**src/rtl/fre_ramp_pkg.sv**
```systemverilog
// rtl/fre_ramp_pkg.sv - shared state encoding and default sizing for the frequency-slew generator
package fre_ramp_pkg;

  localparam int W_DEF   = 20;
  localparam int CH_DEF  = 2;
  localparam int DIV_DEF = 4;

  typedef enum logic {
    ST_IDLE = 1'b0,
    ST_RAMP = 1'b1
  } ch_state_t;

endpackage

```
**src/rtl/fre_ramp_ch.sv**
```systemverilog
// rtl/fre_ramp_ch.sv - one slew channel: target/step registers, idle/ramp FSM, clamped step datapath
module fre_ramp_ch
  import fre_ramp_pkg::*;
#(
  parameter int W = W_DEF
) (
  input  logic         clk,
  input  logic         rst_n,
  input  logic         tick,
  input  logic         load,
  input  logic [W-1:0] need,
  input  logic [W-1:0] gap,
  output logic [W-1:0] out,
  output logic         busy,
  output logic         done
);

  ch_state_t    state;
  logic [W-1:0] cur;
  logic [W-1:0] tgt;
  logic [W-1:0] stp;
  logic         up;
  logic [W-1:0] diff;
  logic [W-1:0] nxt;

  // Distance is always larger-minus-smaller, so a step that would reach or
  // pass the target clamps onto it instead of overshooting or wrapping.
  always_comb begin
    up   = cur < tgt;
    diff = up ? (tgt - cur) : (cur - tgt);
    nxt  = tgt;
    if (stp != '0 && diff > stp) begin
      nxt = up ? (cur + stp) : (cur - stp);
    end
  end

  always_ff @(posedge clk or negedge rst_n) begin
    if (!rst_n) begin
      state <= ST_IDLE;
      cur   <= '0;
      tgt   <= '0;
      stp   <= '0;
      busy  <= 1'b0;
      done  <= 1'b0;
    end else begin
      done <= 1'b0;
      if (load) begin
        tgt <= need;
        stp <= gap;
        if (need == cur) begin
          state <= ST_IDLE;
          busy  <= 1'b0;
          done  <= 1'b1;
        end else begin
          state <= ST_RAMP;
          busy  <= 1'b1;
        end
      end else if (state == ST_RAMP && tick) begin
        cur <= nxt;
        if (nxt == tgt) begin
          state <= ST_IDLE;
          busy  <= 1'b0;
          done  <= 1'b1;
        end
      end
    end
  end

  assign out = cur;

endmodule

```
**src/rtl/fre_ramp.sv**
```systemverilog
// rtl/fre_ramp.sv - multi-channel frequency-slew generator with a shared update prescaler
module fre_ramp
  import fre_ramp_pkg::*;
#(
  parameter int W   = W_DEF,
  parameter int CH  = CH_DEF,
  parameter int DIV = DIV_DEF
) (
  input  logic            clk,
  input  logic            rst_n,
  input  logic            en,
  input  logic [CH*W-1:0] fre_need,
  input  logic [CH*W-1:0] fre_gap,
  input  logic [CH-1:0]   fre_load,
  output logic [CH*W-1:0] fre_out,
  output logic [CH-1:0]   fre_busy,
  output logic [CH-1:0]   fre_done
);

  localparam int CW = (DIV > 1) ? $clog2(DIV) : 1;
  localparam logic [CW-1:0] CNT_MAX = CW'(DIV - 1);

  logic [CW-1:0] cnt;
  logic          tick;

  assign tick = en && (cnt == CNT_MAX);

  // Dropping en restarts the phase, so a resumed ramp waits a full DIV clocks.
  always_ff @(posedge clk or negedge rst_n) begin
    if (!rst_n) begin
      cnt <= '0;
    end else if (!en || cnt == CNT_MAX) begin
      cnt <= '0;
    end else begin
      cnt <= cnt + 1'b1;
    end
  end

  for (genvar g = 0; g < CH; g++) begin : g_ch
    fre_ramp_ch #(
      .W(W)
    ) u_ch (
      .clk  (clk),
      .rst_n(rst_n),
      .tick (tick),
      .load (fre_load[g]),
      .need (fre_need[g*W +: W]),
      .gap  (fre_gap[g*W +: W]),
      .out  (fre_out[g*W +: W]),
      .busy (fre_busy[g]),
      .done (fre_done[g])
    );
  end

endmodule

```
**config.mk**
```make
export PLATFORM = sky130hd
export DESIGN_NAME = fre_ramp
export DESIGN_NICKNAME = d
export VERILOG_FILES = /design/src/rtl/fre_ramp_pkg.sv /design/src/rtl/fre_ramp_ch.sv /design/src/rtl/fre_ramp.sv
export SDC_FILE = /design/constraint.sdc
export NUM_CORES = 1
export LEC_CHECK = 0
export CORE_ASPECT_RATIO = 0.5
export CORE_MARGIN = 10
export CORE_UTILIZATION = 30
export CTS_BUF_LIST = sky130_fd_sc_hd__clkbuf_16
export DETAILED_ROUTE_END_ITERATION = 10
export PLACE_DENSITY = 0.51
export RECOVER_POWER = 25
export SETUP_SLACK_MARGIN = 0.15
export SYNTH_ARGS = -nofsm -noshare
export SYNTH_HDL_FRONTEND = slang
export SYNTH_SLANG_ARGS = --single-unit
```
**constraint.sdc**
```tcl
create_clock -name clk -period 17.7 [get_ports clk]
set_input_delay 3.54 -clock clk [delete_from_list [all_inputs] [get_ports clk]]
set_output_delay 3.54 -clock clk [all_outputs]
set_load 0.02 [all_outputs]
```
== Word level (Yosys, flattened, before mapping) ==
Index checks and enable logic that the tools add are counted.
Operators by class
  $add $sub $neg: 9
  order comparisons: 4
  eq/ne operators: 5
  muxes and demuxes: 23
  bitwise operators: 2
  reduce and logical (&&, ||, !) cells: 17
Operators by type and width (number)
  2-to-1 mux 20 bit: 6
  subtractor 20 bit: 6
  equality test 20 bit: 4
  adder 20 bit: 2
  > comparator 20 bit: 2
  < comparator 20 bit: 2
  nonzero test 20 bit: 2
  2-to-1 mux 1 bit: 16
  AND reduction 2 bit: 4
  nonzero test 2 bit: 4
  logical AND 1 bit: 5
  adder 2 x 1 -> 2 bit, second input constant: 1
  equality test 2 bit, second input constant: 1
  2-to-1 mux 2 bit: 1
  inverter 1 bit: 2
  zero test 1 bit: 1
  logical OR 1 bit: 1
Storage, ports and cells
  bits in registers: 126
  output and inout bits: 44
  word-level logic and storage cells: 71

== Depth between registers and ports, before layout ==
Gate-level depths: netlist (run 1).
  word-level depth: 9
  gate-level depth with buffers: 28

== Hierarchy ==
A second synthesis (run 1) with hierarchy kept.
Second synthesis, totals
  cells, all modules: 1739
  area, all modules: 13892.1 µm²
Modules (own cells, without submodules)
  fre_ramp_ch (g_ch[1].u_ch): instances 1, cells an instance 869, area each 6926.6 µm², sequential area each 1551.5 µm²
  fre_ramp_ch (g_ch[0].u_ch): instances 1, cells an instance 864, area each 6874.1 µm², sequential area each 1551.5 µm²
  fre_ramp: instances 1, cells an instance 6, area each 91.3 µm², sequential area each 50.0 µm²

== Worst setup path after synthesis (run 1) ==
Ideal clock, no wire load.
  path type: reg-to-reg
  start: reg g_ch[0].u_ch.cur[0]
  end: reg g_ch[0].u_ch.busy
  arrival: 6208 ps
  required time: 17580 ps
  setup slack: 11372 ps
  stages on the path, launching flop included: 26
  path through: dfrtp_1 inv_1 ha_1 inv_1 fa_1 a211oi_1 o211ai_1 a221oi_1 o21ai_0 a21oi_1 o21ai_0 clkbuf_1 clkbuf_1 a41oi_1 xnor2_1 ha_1 buf_6 a21o_1 a221o_1 or4b_4 nand3_2 xnor2_1 or4_1 or4_1 or4_1 o211a_1
Between the ends
  cells in the longest elaborated chain, start to end: 8
Ends and longest elaborated chain
  from (decl): RTL line fre_ramp_ch.sv:19  | logic [W-1:0] cur;
  from (signal assigned): RTL line fre_ramp_ch.sv:59  | cur <= nxt;
  subtractor 20 bit or < comparator 20 bit (tied branches): RTL line fre_ramp_ch.sv:30, fre_ramp_ch.sv:29
  2-to-1 mux 20 bit: RTL line fre_ramp_ch.sv:30  | diff = up ? (tgt - cur) : (cur - tgt);
  > comparator 20 bit: RTL line fre_ramp_ch.sv:32  | if (stp != '0 && diff > stp) begin
  logical AND 1 bit: RTL line fre_ramp_ch.sv:32
  2-to-1 mux 20 bit: RTL line fre_ramp_ch.sv:32
  equality test 20 bit: RTL line fre_ramp_ch.sv:60  | if (nxt == tgt) begin
  nonzero test 2 bit (no line)
  AND reduction 2 bit (no line)
  to (signal assigned): RTL line fre_ramp_ch.sv:43  | busy <= 1'b0;
  to (signal assigned): RTL line fre_ramp_ch.sv:56  | busy <= 1'b1;
  to (signal assigned): RTL line fre_ramp_ch.sv:62  | busy <= 1'b0;
  to (decl): RTL line fre_ramp_ch.sv:14  | output logic busy,
Several ways; a longest one is shown, not always the timed one.
A chain may end at the register's enable or synchronous reset.

== Worst setup path in the final report (run 1) ==
  start: reg g_ch[1].u_ch.tgt[17]
  end: reg g_ch[1].u_ch.state
Between the ends
  cells in the longest elaborated chain, start to end: 8
Ends and longest elaborated chain
  from (decl): RTL line fre_ramp_ch.sv:20  | logic [W-1:0] tgt;
  from (signal assigned): RTL line fre_ramp_ch.sv:48  | tgt <= need;
  subtractor 20 bit or < comparator 20 bit (tied branches): RTL line fre_ramp_ch.sv:30, fre_ramp_ch.sv:29
  2-to-1 mux 20 bit: RTL line fre_ramp_ch.sv:30
  > comparator 20 bit: RTL line fre_ramp_ch.sv:32
  logical AND 1 bit: RTL line fre_ramp_ch.sv:32
  2-to-1 mux 20 bit: RTL line fre_ramp_ch.sv:32
  equality test 20 bit (*): RTL line fre_ramp_ch.sv:60
  nonzero test 2 bit (no line) (*)
  AND reduction 2 bit (no line) (*)
  to (signal assigned): RTL line fre_ramp_ch.sv:39  | state <= ST_IDLE;
  to (signal assigned): RTL line fre_ramp_ch.sv:55  | state <= ST_RAMP;
  to (signal assigned): RTL line fre_ramp_ch.sv:61  | state <= ST_IDLE;
  to (decl): RTL line fre_ramp_ch.sv:18  | ch_state_t state;
Every way passes the cells marked *; elsewhere a longest branch is shown, timed or not.

==> impl_metrics.ini, run 1 <==
[setup_path]
max_stage_delay_ns = 0.83
worstSetupPathType = reg2reg
crit_start = g_ch[1].u_ch.tgt[17]
crit_slowest_cell = a21oi_1
cp.required_ns = 18.05
r2r-end = g_ch[1].u_ch.state
cp_max_fo = 10
critPathCapture = g_ch[1].u_ch.state
crit_chain = ha_1, a21oi_1, a21oi_1, a211oi_1, a211oi_1, a21oi_1, o21ai_0, xnor2_1, ha_1, a21o_1, a2111oi_0, o21ai_0, a41oi_1, o2111ai_1, nor4_1, o211ai_1, nor3_1, nand4_1, a221o_1
cp.arrival_ns = 7.77
worstSetupPathDepth = 19
cpMostUsedCell = a21oi_1
reg2reg_slack_ns = 10.28
timing.rr.start = g_ch[1].u_ch.tgt[17]
cp.buffers_inverters = 0
critPathLaunchType = flop
end_kind = flop
critPathTopFamily = compound AO/OA/AOI/OAI gates
reg2reg_depth = 19

[synthesis]
synth_top_family_by_area = compound AO/OA/AOI/OAI gates
ys_types = 81
yosysWarnings = 0
synth_top_area_frac = 0.224
ys_seq_elements = 126
synthCells = 1784
avgSynthCellArea_um2 = 7.89
syn-num-nets = 2034
netlist_top_cells_area = dfrtp_1 22%, ha_1 14%, xnor2_1 8.2%, o21ai_0 6.6%, nand2_1 5.3%
synth_xor_area_frac = 0.114
synth-edff-count = 0
synthFlopType = dfrtp_1
synthAdderAreaFrac = 0.150
synth-compound-area-share = 0.255
synth.mux.area_fraction = 0.0292
yosysSeqAreaShare = 0.224
yosysTopAreaCell = dfrtp_1
netlist_area_mm2 = 0.0141
yosys.area_share.simple = 0.164
synthArstFlopShare = 1.00

[routing]
num_vias = 13074
wire_per_inst_um = 19.4
drc = 0
postRouteAntennaNets = 0
via_per_inst = 5.24
drt_first_pass_iters = 5
drt_iter0_markers = 889
totalWireLength_mm = 48.4

[timing]
setup_tns_ns = 0
period_minus_slack_ns = 7.42
finClkSkew_ns = 0.0107
post-route-period-util = 0.419
max_slew_margin = -2.03
final_max_slew_viol_count = 77
tightestPinTransition_ns = 4.55
hold_violations = 0
rsz0062_at_grt = false
max_freq_ghz = 0.135
setup_viol = 0

[global_route]
overflow = 0
antenna_found_initial = 0
grt_pass1_wl_mm = 76.4
grt_pass1_vias = 13263
track_usage = 0.169
grt_max_degree = 84

[clock_tree]
clk_latency_ns = 0.46
cts-hold-fix-buffers = 0
cts_num_sinks = 126
h-tree-depth = 4
cts-resized-gates = 0
cts_made_buffers = 17
clock-root-buffer = clkbuf_16
cts_setup_buffers = 0
clk_pin_slew_ns = 0.06
cts_tree = yes
clock_path_buffers = 2

[layout]
final_nets = 2105
drive_gt1_frac = 0.0412
fillerInstances = 4829
final_cell_mix = 199 x nand2_1, 185 x o21ai_0, 159 x ha_1, 147 x inv_1, 132 x xnor2_1
finalNonFillerCells = 2494
area_delta_synth_final_pct = 16.8
mostFrequentLayoutCell = nand2_1
n_antenna_cell = 0
final_area_mm2 = 0.0164

[placement]
place_inst = 2463
placed_cell_area_mm2 = 0.0159
port_buffers = 128
place.gp.congestion = 0.929
dp_hpwl_mm = 38.2

[floorplan]
die_y_um = 173
core_mm2 = 0.0458
rows = 55
dieWidth_um = 326
pin_count = 129
initial_core_util = 0.308
dieArea_mm2 = 0.0565

[run_status]
violations = capacitance limit, slew limit
run_status = finished with violations

[worst_hold_path]
hp-class = reg2reg

[run]
drv_cap = 1
==> cell usage after synthesis (13+ instances only) <==
cell,count
nor2b_1,14
nand4_1,30
xor2_1,36
o211ai_1,13
mux2i_1,32
xnor2_1,132
nor2_1,89
o21ai_0,186
a21o_1,75
nand3_1,20
dfrtp_1,126
o21a_1,21
o31ai_1,13
nand2_1,199
or3_1,13
a21oi_1,125
a31oi_1,15
ha_1,159
a211oi_1,22
nor3_1,29
clkbuf_1,77
inv_1,145
==> routing by layer <==
| metal | up-vias | track usage | wire length (um) |
|---|---|---|---|
| met2 | 347 | 0.280 | 22500 |
| li1 | 6474 | - | - |
| met1 | 6182 | 0.216 | 22200 |
| met4 | 0 | 0.0634 | 1570 |
| met3 | 71 | 0.0292 | 2100 |
| met5 | - | 0 | 0 |
==> worst min path at each step <==
stage          startpoint  cells after the start  endpoint
3_3_place_gp       cnt[0]                      1    cnt[0]
2_1_floorplan      cnt[0]                      1    cnt[0]
5_1_grt            cnt[0]                      1    cnt[0]
6_report           cnt[0]                      1    cnt[0]
4_1_cts            cnt[0]                      1    cnt[0]
3_5_place_dp       cnt[0]                      1    cnt[0]
==> layout make-up <==
cell class / instances / area, um2 / area share
inverters: 145 / 544 / 0.0331
multi-input cells: 1426 / 10000 / 0.610
repair buffers: 139 / 1350 / 0.0820
well taps: 627 / 785 / 0.0477
clock inverters: 14 / 154 / 0.00936
flip-flops and latches: 126 / 3150 / 0.192
clock buffers: 17 / 425 / 0.0259
==> flip-flops by register name, summed over array words and instances (netlist names) <==
| signal | count |
|---|---|
| g_ch.u_ch.state | 1 |
| cnt | 2 |
| g_ch.u_ch.stp | 40 |
| g_ch.u_ch.out | 40 |
| g_ch.u_ch.tgt | 40 |
| g_ch.u_ch.busy | 1 |
| g_ch.u_ch.done | 2 |
==> logic make-up (layout without fill, tap and decap cells) <==
logic type,after synthesis,after routing
buffers and inverters,232,315
AO/OA/AOI/OAI,566,566
flip-flops,126,126
AND/OR/NAND/NOR,481,481
multiplexers,40,40
adder cells (fa/ha/maj),165,165
XOR/XNOR,174,174
==> through the flow <==
step                 util  worst slack (ns)  hold slack (ns)
detailed placement  0.347             10.27            0.430
finish              0.359             10.28            0.436
global route        0.359              9.33            0.494
CTS                 0.359             10.25            0.438
global placement    0.347             10.28            0.431
floorplan               -             11.37            0.414
Power of run 1 is not shown: default switching activity piles up to over one toggle a cycle in this logic, so the estimate is an artifact.
==> inputs of run 2 (changes only) <==
- clock period: 17.7 -> 7.31 ns (I/O delays scaled with it)
==> impl_metrics.ini, run 2 (same netlist as run 1, synthesis figures left out) <==
[floorplan]
pin_count = 129
dieArea_mm2 = 0.0565
rows = 55
die_y_um = 173
initial_core_util = 0.308
dieWidth_um = 326
core_mm2 = 0.0458

[layout]
fillerInstances = 4812
finalNonFillerCells = 2502
mostFrequentLayoutCell = nand2_1
drive_gt1_frac = 0.0443
final_cell_mix = 199 x nand2_1, 185 x o21ai_0, 159 x ha_1, 146 x inv_1, 132 x xnor2_1
area_delta_synth_final_pct = 17.3
n_antenna_cell = 0
final_nets = 2112
fin_util = 0.361

[timing]
post-route-period-util = 0.903
rsz0062_at_grt = false
final_max_slew_viol_count = 147
max_freq_ghz = 0.152
period_minus_slack_ns = 6.60
max_slew_margin = -1.49
setup_tns_ns = 0
holdWs_ns = 0.448
setup_viol = 0
tightestPinTransition_ns = 3.74
hold_violations = 0
finClkSkew_ns = 0.0117

[clock_tree]
h-tree-depth = 4
cts_tree = yes
cts_setup_buffers = 0
clk_latency_ns = 0.47
cts-hold-fix-buffers = 0
cts-resized-gates = 0
clock-root-buffer = clkbuf_16
clk_pin_slew_ns = 0.07
clock_path_buffers = 2
cts_num_sinks = 126
cts_made_buffers = 17

[routing]
postRouteAntennaNets = 0
wl_met3_mm = 2.02
drt_iter0_markers = 921
drt_first_pass_iters = 7
totalWireLength_mm = 49.2
drt-met1-wl_mm = 23.0
dr_wl_met2_mm = 23.3
highest_layer = met4
wire_per_inst_um = 19.7
num_vias = 13078
via_per_inst = 5.23
drc = 0

[run_status]
violations = capacitance limit, slew limit
run_status = finished with violations

[global_route]
grt_pass1_wl_mm = 76.5
antenna_found_initial = 0
grt_max_degree = 85
grt_pass1_vias = 12810
track_usage = 0.170
overflow = 0

[setup_path]
worstSetupPathType = reg2reg
cp_max_fo = 15
critPathLaunchType = flop
cp.required_ns = 7.66
end_kind = flop
cp.arrival_ns = 6.95

[run]
drv_cap = 2

[placement]
place_inst = 2470
place.gp.congestion = 0.947
dp_hpwl_mm = 39.1
port_buffers = 128

[worst_hold_path]
hp-class = reg2reg
[run 2: cell types whose count changed in the layout (fill, tap and decap cells not counted)]
cell	change
dlygate4sd3_1	+1
clkdlybuf4s50_1	-1
buf_4	+6
bufinv_16	+1
clkinv_2	+1
clkinv_1	+2
clkinvlp_4	-2
inv_1	-1
clkbuf_1	+1
[run 2: metal layers]
| metal | global-route usage | vias to the layer above |
|---|---|---|
| met2 | 0.285 | 273 |
| met1 | 0.224 | 6275 |
| li1 | - | 6486 |
| met3 | 0.0266 | 44 |
| met4 | 0.0451 | 0 |
| met5 | 0 | - |
[run 2: layout make-up]
cell class                 count  area [um2]  share of cell area
multi-input combinational   1426       10000               0.608
sequential                   126        3150               0.191
timing repair buffer         146        1400              0.0846
tap                          627         785              0.0475
inverter                     145         544              0.0330
clock buffer                  17         425              0.0258
clock inverter                15         178              0.0108
[run 2: path summary, 6_finish.rpt]
| path | from | endpoint | slack, ns | cells past startpoint |
|---|---|---|---|---|
| worst max-delay path | g_ch[0].u_ch.out[0] | g_ch[0].u_ch.busy | 0.71 | 22 |
| worst min-delay path | cnt[0] | cnt[0] | 0.45 | 1 |
| worst max register to register | g_ch[0].u_ch.out[0] | g_ch[0].u_ch.busy | 0.71 | 22 |
| worst min register to register | cnt[0] | cnt[0] | 0.45 | 1 |
| max in group asynchronous | rst_n | g_ch[0].u_ch.stp[4] | 2.61 | 2 |
| min in group asynchronous | rst_n | g_ch[1].u_ch.tgt[16] | 2.29 | 1 |
[run 2: through the flow]
stage               setup slack (ns)  cell area [um2]
CTS                            0.754            16500
global placement               0.944            15900
global route                   0.210            16500
floorplan                      0.982            14100
finish                         0.710            16500
detailed placement             0.789            15900
[run 2: worst max-delay path: stages, from the launching register on]
cell	delay, ns
dfrtp_1	0.43
inv_1	0.10
ha_1	0.16
inv_1	0.05
fa_1	0.39
a211oi_1	0.36
o211ai_1	0.17
a221oi_1	0.33
o21ai_0	0.16
a21oi_1	0.35
o21ai_2	0.26
a41oi_1	0.27
xnor2_1	0.16
ha_1	0.35
a21o_1	0.22
a221o_1	0.34
or4b_4	0.52
nand3_2	0.11
xnor2_1	0.06
or4_1	0.50
or4_1	0.44
or4_1	0.49
o211a_1	0.25
Power of run 2 is left out for the same reason.
